--- src/rtl/vga_fb_arbiter.sv ---
// ---------------------------------------------------------------------------
// vga_fb_arbiter
//
// Shares a single-port framebuffer RAM between VGA scan-out and a CPU bus.
// One display read is issued for every 4x4-scaled framebuffer pixel (the
// first column of each 4-column group inside the active region); every other
// cycle is available to the CPU. Display always wins a collision, so a CPU
// request waits at most one cycle for its grant. Fetched words are held in a
// pixel register and shown as 4-bit RGB with a fixed 2-cycle latency relative
// to the h/v counters.
//
// Ports
//   pxl_clk, rst          : clock, synchronous active-high reset
//   h_count, v_count      : scan position from the timing generator
//   red, green, blue      : pixel for the counters presented 2 cycles earlier
//   cpu_req/we/addr/wdata : CPU request, held stable until cpu_ack
//   cpu_ack, cpu_rdata    : one-cycle completion pulse and read data
//   ram_en/we/addr/wdata  : RAM strobe, write enable, address, write data
//   ram_rdata             : RAM read data, valid the cycle after ram_en
// ---------------------------------------------------------------------------
module vga_fb_arbiter #(
    parameter int FB_W       = 160,
    parameter int FB_H       = 120,
    parameter int SCALE_LOG2 = 2,
    parameter int H_ACTIVE   = 640,
    parameter int V_ACTIVE   = 480,
    parameter int ADDR_W     = 15
) (
    input  logic              pxl_clk,
    input  logic              rst,
    input  logic [9:0]        h_count,
    input  logic [9:0]        v_count,
    output logic [3:0]        red,
    output logic [3:0]        green,
    output logic [3:0]        blue,
    input  logic              cpu_req,
    input  logic              cpu_we,
    input  logic [ADDR_W-1:0] cpu_addr,
    input  logic [11:0]       cpu_wdata,
    output logic              cpu_ack,
    output logic [11:0]       cpu_rdata,
    output logic              ram_en,
    output logic              ram_we,
    output logic [ADDR_W-1:0] ram_addr,
    output logic [11:0]       ram_wdata,
    input  logic [11:0]       ram_rdata
);

    localparam logic [9:0]        H_ACT    = 10'(H_ACTIVE);
    localparam logic [9:0]        V_ACT    = 10'(V_ACTIVE);
    localparam logic [ADDR_W-1:0] FB_WORDS = ADDR_W'(FB_W * FB_H);

    typedef enum logic [1:0] {
        CPU_IDLE = 2'd0,
        CPU_WAIT = 2'd1,
        CPU_ACK  = 2'd2
    } cpu_state_e;

    logic              active;
    logic              disp_slot;
    logic              cpu_in_range;
    logic              cpu_grant;
    logic [ADDR_W-1:0] fb_x;
    logic [ADDR_W-1:0] fb_y;
    logic [ADDR_W-1:0] disp_addr;

    cpu_state_e        state_q, state_d;
    logic [11:0]       cpu_rdata_q, cpu_rdata_d;
    logic              cpu_rd_q, cpu_rd_d;     // last grant was an in-range read
    logic              owner_disp_q;           // last cycle's RAM slot belonged to display
    logic [1:0]        active_q;               // active flag delayed by 1 and 2 cycles
    logic [11:0]       pixel_q, pixel_d;

    // -----------------------------------------------------------------------
    // Scan position decode
    // -----------------------------------------------------------------------
    assign active    = (h_count < H_ACT) && (v_count < V_ACT);
    assign disp_slot = active && (h_count[SCALE_LOG2-1:0] == '0);

    assign fb_x = ADDR_W'(h_count >> SCALE_LOG2);
    assign fb_y = ADDR_W'(v_count >> SCALE_LOG2);

    generate
        if (FB_W == 160) begin : g_addr_shift
            // y*160 = y*128 + y*32, avoiding a multiplier
            assign disp_addr = (fb_y << 7) + (fb_y << 5) + fb_x;
        end else begin : g_addr_mul
            assign disp_addr = fb_y * ADDR_W'(FB_W) + fb_x;
        end
    endgenerate

    assign cpu_in_range = (cpu_addr < FB_WORDS);

    // -----------------------------------------------------------------------
    // CPU access FSM: IDLE (grant) -> WAIT (capture) -> ACK (pulse)
    // -----------------------------------------------------------------------
    always_comb begin
        // NOTE: every signal written here gets a default first, so no path
        // through the case leaves it unassigned and no latch is inferred.
        state_d     = state_q;
        cpu_grant   = 1'b0;
        cpu_rd_d    = 1'b0;
        cpu_rdata_d = cpu_rdata_q;

        case (state_q)
            CPU_IDLE: begin
                if (cpu_req && !disp_slot) begin
                    cpu_grant = 1'b1;
                    cpu_rd_d  = cpu_in_range && !cpu_we;
                    state_d   = CPU_WAIT;
                end
            end
            CPU_WAIT: begin
                // Out-of-range reads and writes return zero
                cpu_rdata_d = (cpu_rd_q && !owner_disp_q) ? ram_rdata : '0;
                state_d     = CPU_ACK;
            end
            CPU_ACK: begin
                state_d = CPU_IDLE;
            end
            default: begin
                state_d = CPU_IDLE;
            end
        endcase
    end

    // -----------------------------------------------------------------------
    // RAM port steering; display has priority, out-of-range CPU grants
    // complete the handshake without touching the RAM
    // -----------------------------------------------------------------------
    always_comb begin
        ram_en    = 1'b0;
        ram_we    = 1'b0;
        ram_addr  = '0;
        ram_wdata = '0;
        if (!rst) begin
            if (disp_slot) begin
                ram_en   = 1'b1;
                ram_addr = disp_addr;
            end else if (cpu_grant && cpu_in_range) begin
                ram_en    = 1'b1;
                ram_we    = cpu_we;
                ram_addr  = cpu_addr;
                ram_wdata = cpu_wdata;
            end
        end
    end

    // Pixel register takes the word returned for the previous display read
    assign pixel_d = owner_disp_q ? ram_rdata : pixel_q;

    always_ff @(posedge pxl_clk) begin
        // NOTE: registered state uses non-blocking assignments so every flop
        // samples the pre-edge values regardless of statement order.
        if (rst) begin
            state_q      <= CPU_IDLE;
            cpu_rdata_q  <= '0;
            cpu_rd_q     <= 1'b0;
            owner_disp_q <= 1'b0;
            active_q     <= '0;
            pixel_q      <= '0;
        end else begin
            state_q      <= state_d;
            cpu_rdata_q  <= cpu_rdata_d;
            cpu_rd_q     <= cpu_rd_d;
            owner_disp_q <= disp_slot;
            active_q     <= {active_q[0], active};
            pixel_q      <= pixel_d;
        end
    end

    // -----------------------------------------------------------------------
    // Outputs
    // -----------------------------------------------------------------------
    assign cpu_ack   = (state_q == CPU_ACK) && !rst;
    assign cpu_rdata = cpu_rdata_q;

    // Blank using the active flag aligned with the 2-cycle pixel pipeline
    assign {red, green, blue} = active_q[1] ? pixel_q : 12'h000;

endmodule

--- config.mk ---
export PLATFORM = sky130hd
export DESIGN_NAME = vga_fb_arbiter
export DESIGN_NICKNAME = d
export VERILOG_FILES = /design/src/rtl/vga_fb_arbiter.sv
export SDC_FILE = /design/constraint.sdc
export NUM_CORES = 1
export LEC_CHECK = 0
export ABC_AREA = 0
export CAP_MARGIN = 20
export CORE_MARGIN = 5
export CORE_UTILIZATION = 33
export CTS_CLUSTER_DIAMETER = 100
export DETAILED_ROUTE_END_ITERATION = 7
export PLACE_DENSITY_LB_ADDON = 0.1
export SLEW_MARGIN = 0
export SYNTH_ARGS = -nofsm -noshare
export SYNTH_HDL_FRONTEND = slang
export SYNTH_SLANG_ARGS = --single-unit
export TNS_END_PERCENT = 20
--- constraint.sdc ---
create_clock -name pxl_clk -period 2.7 [get_ports pxl_clk]
set_input_delay 0.54 -clock pxl_clk [delete_from_list [all_inputs] [get_ports pxl_clk]]
set_output_delay 0.54 -clock pxl_clk [all_outputs]
set_load 0.03 [all_outputs]
After elaboration in Yosys (flattened, before gate mapping). Index checks and enable logic that the tools add are counted.

Register bits after elaboration: 30. Output and inout port bits: 54. Word-level logic and storage cells: 48. Bits of input ports: 63.

$lt $le $gt $ge: 3. Equal/unequal tests: 3. Reduce and logical (&&, ||, !) cells: 14. Bitwise operators: 2. Add/subtract/negate cells: 2. Multiplexer cells: 18.

Operators by type and width (count): 12-bit 2-to-1 mux (5); 15-bit 2-to-1 mux (3); 15-bit by 13-bit adder with 15-bit output (1); 15-bit by 8-bit adder with 15-bit output (1); 15-bit < comparator (second input constant) (1); 10-bit < comparator (second input constant) (1); 10-bit by 9-bit < comparator with 1-bit output (second input constant) (1); 1-bit 2-to-1 mux (8); 1-bit logical AND (7); 1-bit zero test (4); 2-bit zero test (2); 2-bit case mux with 2 select lines (1); 3-bit OR reduction (1); 2-bit by 1-bit equality test with 1-bit output (second input constant) (1); 2-bit equality test (second input constant) (1); 2-bit 2-to-1 mux (1); 2-bit inequality test (second input constant) (1); 1-bit NOT (2).

Logic depth before layout (Yosys ltp). Gate-level depths: netlist of run 1.

Depth after elaboration: 11. Depth in mapped cells: 9. Depth with buffers taken out: 9.

Worst setup path before layout of run 1. No wires, ideal clock.

Path type: input to output. Start: in h_count[9]. End: out ram_addr[14]. Path buffers: 0. Required time: 2160 ps. Setup slack: -466 ps. Arrival: 2626 ps. Stages: 8. Cell sequence: inv_1 -> fa_1 -> fa_1 -> nor2b_1 -> o31ai_1 -> a21oi_1 -> nand3_1 -> a31oi_1.

Longest elaborated chain between the ends: 11. Elaborated cells between the ends (all ways): 12. Those cells by class: add/sub (1); order compare (1); mux (5); reduce/logical (5).

Ends and longest elaborated chain: start: declaration (RTL line 31) `input logic [9:0] h_count,`; 10-bit < comparator (RTL line 77) `assign active = (h_count < H_ACT) && (v_count < V_ACT);`; 1-bit logical AND (RTL line 77); 1-bit logical AND (RTL line 78) `assign disp_slot = active && (h_count[SCALE_LOG2-1:0] == '0);`; 1-bit zero test (RTL line 107) `if (cpu_req && !disp_slot) begin`; 1-bit logical AND (RTL line 107); 1-bit 2-to-1 mux (RTL line 107); 1-bit 2-to-1 mux (RTL line 105) `case (state_q)`; 1-bit logical AND (RTL line 140) `end else if (cpu_grant && cpu_in_range) begin`; 15-bit 2-to-1 mux (RTL line 140); 15-bit 2-to-1 mux * (RTL line 137) `if (disp_slot) begin`; 15-bit 2-to-1 mux * (RTL line 136) `if (!rst) begin`; end: declaration (RTL line 44) `output logic [ADDR_W-1:0] ram_addr,`.

Every way passes the cells marked *; elsewhere a longest branch is shown, timed or not.

Worst setup path in the final report of run 1.
Start: in h_count[9]. End: out ram_addr[10].

Same word-level chain as after synthesis.

==> results of run 1 <==
## worst register-to-register path, stage by stage (launching register included)
cell                       delay (ns)
sky130_fd_sc_hd__dfxtp_1         0.33
sky130_fd_sc_hd__nand2b_1        0.43
sky130_fd_sc_hd__nor3b_2         0.41
sky130_fd_sc_hd__buf_4           0.23
sky130_fd_sc_hd__a22oi_1         0.08
sky130_fd_sc_hd__nor2_1          0.11
## path summary, 6_finish.rpt
check,to,slack (ns)
setup reg to reg,cpu_rdata[1],1.04
hold reg to reg,active_q[1],0.43
setup / recovery,ram_addr[10],-0.37
hold / removal,active_q[1],0.43
## placed cells by master (no fill, tap or decap), types with 2 or more instances in the layout
cell type and n:
sky130_fd_sc_hd__a21o_1 2, sky130_fd_sc_hd__a21oi_1 3, sky130_fd_sc_hd__a22o_1 10, sky130_fd_sc_hd__a22o_2 2
sky130_fd_sc_hd__a22oi_1 12, sky130_fd_sc_hd__and2_1 25, sky130_fd_sc_hd__buf_12 2, sky130_fd_sc_hd__buf_2 4
sky130_fd_sc_hd__buf_4 42, sky130_fd_sc_hd__buf_6 20, sky130_fd_sc_hd__bufinv_16 2, sky130_fd_sc_hd__clkbuf_8 6
sky130_fd_sc_hd__clkdlybuf4s50_1 70, sky130_fd_sc_hd__dfxtp_1 30, sky130_fd_sc_hd__dlygate4sd2_1 6, sky130_fd_sc_hd__ha_1 6
sky130_fd_sc_hd__ha_4 8, sky130_fd_sc_hd__inv_1 5, sky130_fd_sc_hd__inv_2 4, sky130_fd_sc_hd__mux2i_1 12
sky130_fd_sc_hd__nand2_1 3, sky130_fd_sc_hd__nor2_1 30, sky130_fd_sc_hd__nor2_4 2, sky130_fd_sc_hd__nor2b_1 2
sky130_fd_sc_hd__o21ai_0 3, sky130_fd_sc_hd__o21ai_2 2, sky130_fd_sc_hd__xnor2_1 2, sky130_fd_sc_hd__xor2_1 3
## state kept, by name (all words and copies together), names as in the netlist
register,count
active_q,2
cpu_rd_q,1
cpu_rdata,12
owner_disp_q,1
pixel_q,12
state_q,2
## metrics by stage
stage / total power [uW] / hold WS (ns) / setup WS, ns / cell area [um^2]
after floorplan: 640 / 0.414 / -0.139 / 1870
after global placement: 823 / 0.421 / -0.851 / 3170
after detailed placement: 823 / 0.431 / -0.854 / 3170
after CTS: 1440 / 0.441 / -0.378 / 3560
after global routing: 1510 / 0.450 / -0.472 / 3570
final: 1440 / 0.435 / -0.371 / 3570
## routing by layer
metal	vias to the layer above	GRT usage [%]	wire length, um	part of all wire [%]
met1	904	17.7	2300	38
met3	18	4.47	378	6.3
met4	0	7.34	187	3.1
met5	-	0	0	0
met2	72	30.4	3140	52
li1	992	-	-	-
## layout make-up
type                    count  share of cell area, %
clock buffers               6                   2.31
clock inverters             2                   1.68
inverters                  10                   1.12
multi-input cells         151                   36.8
flip-flops and latches     30                   16.8
well taps                  72                   2.52
repair buffers            147                   38.8
## cell families after synthesis
| logic type | after synthesis | synth area share [%] |
|---|---|---|
| flops | 30 | 32.5 |
| xor+xnor | 5 | 2.37 |
| fa+ha+maj | 17 | 12.3 |
| mux | 12 | 6.50 |
| compound gates | 45 | 19.1 |
| buf+inv | 21 | 5.62 |
| simple gates | 71 | 21.6 |
## power by group through the flow
| stage | registers (uW) | clock network, uW | logic [uW] |
|---|---|---|---|
| after CTS | 455 | 566 | 416 |
| after global placement | 465 | 0 | 358 |
| final | 455 | 556 | 425 |
| after detailed placement | 465 | 0 | 358 |
| after global routing | 456 | 592 | 458 |
| after floorplan | 465 | 0 | 175 |
## repair_timing
action / 4_1_cts / 5_1_grt
pin swaps: 34 / 10
endpoints found under the hold margin: 0 / 0
buffers inserted: 5 / 1
gates cloned: 1 / 0
resized for setup: 73 / 7
endpoints found under the setup margin: 28 / 17
==> results.txt, run 1 <==
The global placer's final weighted congestion is approximately 0.8. The number of hold buffers added after CTS was 0. The via count of the routed design is slightly below 2000. Global routing finished with a remaining overflow of 0.

Clock-pin slew was measured on the worst setup and hold paths at approximately 0.060 ns. The first-pass GRT wire length is slightly below 10 mm. The floorplan die area came out at 0.00720 mm^2. Global routing consumed, over all layers together, 16.6% of the routing resources. The number of buffers inserted by port buffering came out at 114. Per report_power, the clock group accounts for just under 40% of the total. The flow ran to the end, but the final reports show violations.

The combined area of the multi-input logic cells is around 0.0013 mm^2. The core utilization of the finished layout is around 65%. For this run, the detailed router's first-pass iteration total came to 4.

The initial antenna violation count came to 0. Clock tree synthesis selected as its root buffer the cell sky130_fd_sc_hd__clkbuf_8. The number of filler instances in the final layout came out at 478. The largest stage delay on the critical path came out at 0.48 ns. The final routed wirelength across all metal layers is roughly 6.0 mm. The sequential-to-total area share from yosys stat is 32.5%. The worst-case IR drop observed on VDD is approximately 0.00029 V.

The count of cell types in the netlist came out at 40. STA puts the critical path data required time at 2.16 ns. The clock tree synthesis step divided the H-tree into 2 levels. The core region is 0.00547 mm^2. The number of nets with antenna violations after routing came out at 0. For this run, the number of standard cells in the final layout without fillers is roughly 420. The first-iteration detailed-routing DRC count is 64. The DRC violations left is 0. For this design the static power due to leakage is approximately 0.0015 uW.

The number of enable-type register cells in the synthesized netlist came out at 0. The data arrival time at the worst-slack endpoint is 2.53 ns. For the pin with the worst max-slew slack, the measured transition is 0.617 ns. The gate count after technology mapping came out at about 200. After layout, the worst setup slack is -0.371 ns. The sequential group share of total power is 31.7%. The share of synthesized area in the top cell type comes to 32.5%. Across the run, the number of max-cap violations was 0.

The net switching power came out at roughly 360 uW. The clock sink count is 30. The fraction of final layout cells with drive strength greater than 1 is about a third. The number of max-slew violations in the final report was 0. The count of endpoints failing setup in the final report is 7.

The post-synth net total is roughly 280. The portion of total power attributed to combinational logic is approximately 30%. The area growth from synthesis to layout is 93.3%.

Setup repair after global routing could not meet its margin everywhere. The via-per-instance ratio is between 4 and 5. Walking the worst path, the cells encountered are buf_8 -> inv_4 -> fa_1 -> buf_4 -> fa_2 -> nor2b_4 -> o31ai_4 -> buf_4 -> buf_4 -> a32o_1 -> buf_6. Detailed placement finished with a half-perimeter wire length of 4.43 mm. The count of standard-cell rows came out at 27. The count of cells along the worst register-to-register path is 5. The flip-flop and latch count after synthesis is 30. In this run the count of I/O pins placed on the die edge is 117. The most critical setup path has its startpoint at h_count[9].

The setup TNS is -1.92 ns. Sorting the synthesized cells by how often they occur yields sky130_fd_sc_hd__dfxtp_1 (30), sky130_fd_sc_hd__nor2_1 (30), sky130_fd_sc_hd__and2_1 (25), sky130_fd_sc_hd__ha_1 (15). The number of buffer and inverter instances along the worst setup path is 6.

The largest individual stage delay along the critical path comes from the cell sky130_fd_sc_hd__fa_1. The longest clock path from root to sink contains 2 buffers. The worst setup path is of the in2out kind.

The number of endpoints with negative hold slack in the final report is 0. The beginning of the worst register-to-register path is state_q[1]. The worst setup path is captured at an output port. The startpoint identified for the worst hold timing path is active_q[0]. The total inserted antenna cells came out at 0. The total CTS buffers is 5. Counting buffers and inverters, the worst setup path is 11 cells deep. The total power divided by cell area is around 400 mW/mm^2. The most numerous cell type found on the critical path is sky130_fd_sc_hd__buf_4. During synthesis, Yosys emitted a total of 0 warnings. The cell internal power dissipation came out at 1080 uW. Broken down by cell family, the worst path's largest delay share belongs to adder cells. The worst min-delay path category is reg2reg.

The post-synthesis async set-or-reset flop share came out at 0%. In the final layout, flip-flops and latches occupy about 600 um^2. The final period demand of the worst path is slightly above 3 ns.

In this run the cell area of the synthesized design comes to 0.00185 mm^2. The highest fanout seen on the critical path came out at 2. The average wire per standard cell came out at 14.4 um.

The number of global-route vias before repair came to about 2100. The pin count of the biggest net entering global routing came out at 29. The share of the cycle needed by the critical path after routing came out at 114%. The initial utilization of the core area, before any placement, comes to between 30% and 40%.

The final reports fail on negative setup slack. The relative slew slack is 58.8%. The insertion delay to the later sink of the worst-skew pair came out at between 0.2 and 0.3 ns.

The kind of start point of the critical path is an input port. By area the synthesized netlist is led by sky130_fd_sc_hd__dfxtp_1 (32%), sky130_fd_sc_hd__ha_1 (10%), sky130_fd_sc_hd__and2_1 (8.5%), sky130_fd_sc_hd__mux2i_1 (6.5%), sky130_fd_sc_hd__nor2_1 (6.1%). The height of the die is 84.8 um. The post-placement cell count came out at just over 400. The count of cells along the worst hold path is 1. The die is between 80 and 90 um wide. In the synthesized netlist the dominant register cell turns out to be sky130_fd_sc_hd__dfxtp_1. The timing-limited maximum frequency came out at roughly 330 MHz. The net switching fraction of the power is about a quarter. The setup clock skew after layout is 0.00468 ns. At the end of the flow, the number of nets in the layout was about 430. The average instance area after synthesis came out at ~9 um^2. TritonCTS built the clock tree. The top cell type by total area after synthesis is sky130_fd_sc_hd__dfxtp_1.
No activity file was read; power rests on OpenSTA's default activity.
==> inputs of run 2 (changes only) <==
--- a/config.mk
+++ b/config.mk
@@ -12,6 +12,7 @@
 export CTS_CLUSTER_DIAMETER = 100
 export DETAILED_ROUTE_END_ITERATION = 7
 export PLACE_DENSITY_LB_ADDON = 0.1
+export SKIP_LAST_GASP = 1
 export SLEW_MARGIN = 0
 export SYNTH_ARGS = -nofsm -noshare
 export SYNTH_HDL_FRONTEND = slang
==> run 2 against run 1 <==
The flow still finishes with violations (negative setup slack); sequential share of layout area rose by 0.20 points; die area did not move; cell count stayed put; non-clock buffer count decreased by 1; maximum frequency grew 0.47%; global-route usage is 0.060 points lower; combinational power down 1%; register-to-register slack improved by 0.02 ns; via count up 0.15%; critical path depth is the same; sequential power about the same; critical path type unchanged; largest power group unchanged.
==> results.txt, run 2 (synthesized netlist as in run 1, its figures left out) <==
The setup clock skew after layout is 0.00504 ns (+0.000353 ns). The storage element area was 601 um^2 (unchanged). The number of buffers inserted by port buffering was 114 (unchanged). The count of cells along the worst register-to-register path came out at 5 (unchanged).

The via count of the routed design was 1989 (+0.15%). The CTS H-tree depth is 2 (unchanged). The top cell family by delay on the critical path is adder cells. The minimum setup slack after placement is -0.854 ns (unchanged). The number of iterations in the first detailed-routing pass was 5 (+1). The final routed wirelength across all metal layers came out at 6.08 mm (+1.4%). The HPWL after detailed placement is 4.43 mm (unchanged). The required time of the worst setup path is 2.16 ns (about the same). The area of the core was 0.00547 mm^2 (unchanged).

The combined area of the multi-input logic cells is 0.00133 mm^2 (+0.86%). The via-per-instance ratio is 4.76 (+0.15%). The global route total overflow came out at 0 (unchanged). The DRC violations left came out at 0 (unchanged). The top cell types in the final layout, fill and taps aside, are sky130_fd_sc_hd__clkdlybuf4s50_1 (75), sky130_fd_sc_hd__buf_4 (56), sky130_fd_sc_hd__nor2_1 (30), sky130_fd_sc_hd__dfxtp_1 (30), sky130_fd_sc_hd__and2_1 (25). The total CTS buffers was 5 (unchanged). The floorplan die area came to 0.00720 mm^2 (unchanged). Setup repair after global routing could not meet its margin everywhere. The total inserted antenna cells is 0 (unchanged). The first-pass GRT wire length is 9.60 mm (-0.51%). The clock sink count is 30 (unchanged). STA classifies the critical path endpoint as an output port. The hold buffer count at CTS is 0 (unchanged). The number of nets with antenna violations after routing came to 0 (unchanged). The post-route standard cell area excluding fillers is 0.00353 mm^2 (-1.2%). The global placer's final weighted congestion came to 0.796 (unchanged). The startpoint of the worst hold path is active_q[0]. The number of buffer and inverter instances along the worst setup path came out at 4 (-2). The count of standard-cell rows was 27 (unchanged).

The root buffer cell chosen for the clock tree is sky130_fd_sc_hd__clkbuf_8. The average wire per standard cell came to 14.6 um (+1.4%). The leading cell type in the layout, fill and taps excluded is sky130_fd_sc_hd__clkdlybuf4s50_1. The number of max-slew violations in the final report is 0 (unchanged).

The count of cells along the worst hold path is 1 (unchanged). The number of endpoints with negative hold slack in the final report came out at 0 (unchanged). The peak supply drop came out at 0.000286 V (-0.18%). The number of filler instances in the final layout came out at 482 (+0.84%). The instance area after placement came out at 0.00317 mm^2 (unchanged). The worst setup path is of the in2out kind. The data arrival time at the worst-slack endpoint is 2.52 ns (about the same).

The final period demand of the worst path is 3.06 ns (-0.0142 ns). The die span in x is 84.8 um (unchanged). The insertion delay to the later sink of the worst-skew pair is 0.28 ns (about the same).

The endpoint of the lowest-slack register-to-register path is cpu_rdata[1]. The run finished, with violations left. For hold timing, the worst endpoint is active_q[1].

The number of placed I/O pins came out at 117 (unchanged). The worst min-delay path category is reg2reg. The area growth from synthesis to layout is 91.1%. The signal on the critical path passes through buf_8 -> inv_4 -> fa_1 -> buf_4 -> fa_2 -> nor2b_4 -> o31ai_4 -> a21oi_2 -> xor2_1 -> a22o_2 -> buf_6. The net count of the finished layout came to 425 (unchanged). The first-iteration detailed-routing DRC count came to 67 (+4.7%).

The count of endpoints failing setup in the final report came out at 28 (+21). The total power divided by cell area came out at 405 mW/mm^2 (+0.92%). The pin count of the biggest net entering global routing is 29 (unchanged). The worst setup path is launched from an input port.

The overall power of the completed layout came to 1430 uW (-0.25%). The number of global-route vias before repair is 2020 (-1.8%). The final critical-path setup slack came out at -0.356 ns (+0.0142 ns). The deepest clock path buffer count is 2 (unchanged). The fraction of final layout cells with drive strength greater than 1 is 30.9% (-1.4 points).

The checks that failed: negative setup slack. The largest stage delay on the critical path is 0.48 ns (about the same). The share of the cycle needed by the critical path after routing came to 113% (-0.53 points). The initial core utilization is 33.8% (unchanged). The timing-limited maximum frequency is 327 MHz (+0.47%). The static power due to leakage came out at 0.00148 uW (-1.0%). The count of max-cap constraint violations is 0 (unchanged). The CTS clock-pin slew for the worst setup and hold paths came out at 0.06 ns (about the same). The height of the die is 84.8 um (unchanged).

The total track usage came out at 16.5% (-0.060 points). The relative slew slack is 60.2% (+1.3 points). The transition time at the pin with the least slew margin came to 0.598 ns (-0.0198 ns). In this run the critical register-to-register path is launched from state_q[1]. The slowest stage of the critical path belongs to the cell sky130_fd_sc_hd__fa_1. The worst hold margin is 0.437 ns (+0.00292 ns). The highest fanout seen on the critical path came to 2 (unchanged).

TritonCTS built the clock tree. The initial antenna violation count was 0 (unchanged). The setup slack of the most critical reg-to-reg path came out at 1.06 ns (+0.02 ns).
-- run 2: cell type report --
cell class | instances | share of cell area, %
multi-input cells | 152 | 37.5
inverters | 10 | 1.13
clock buffers | 6 | 2.34
clock inverters | 2 | 1.70
well taps | 72 | 2.55
flip-flops and latches | 30 | 17.0
repair buffers | 146 | 37.7
-- run 2: timing repair --
item	CTS	global route
gates cloned	1	1
setup buffers	5	0
endpoints found under the hold margin	0	0
setup endpoints to repair	28	28
gates resized for setup	48	4
pin swaps	20	9
-- run 2: metrics by stage --
| step | util [%] | cells | TNS, ns |
|---|---|---|---|
| after global placement | 58.0 | 403 | -11.03 |
| after detailed placement | 58.0 | 403 | -11.45 |
| after global routing | 64.5 | 418 | -6.09 |
| after floorplan | - | 201 | -0.505 |
| final | 64.5 | 418 | -4.10 |
| after CTS | 64.1 | 417 | -6.40 |
-- run 2: where the power goes --
| group | leakage [uW] | internal, uW | switching (uW) |
|---|---|---|---|
| clock network | 0.0000714 | 393 | 163 |
| registers | 0.000243 | 450 | 5.07 |
| logic | 0.00116 | 230 | 190 |
| total | 0.00148 | 1070 | 358 |
-- run 2: worst max path at each step --
stage,endpoint,depth (start not counted),from
final,ram_addr[12],11,h_count[9]
after detailed placement,ram_addr[13],11,v_count[4]
after global placement,ram_addr[13],11,v_count[4]
after floorplan,ram_addr[13],9,v_count[4]
after CTS,ram_addr[13],11,h_count[9]
after global routing,ram_addr[12],11,h_count[9]
-- run 2: layer usage --
layer	global-route usage, %	up-vias	routed length (um)
met5	0	-	0
met4	6.47	0	191
met3	4.47	14	378
met2	31.0	68	3240
met1	17.4	916	2280
li1	-	991	-
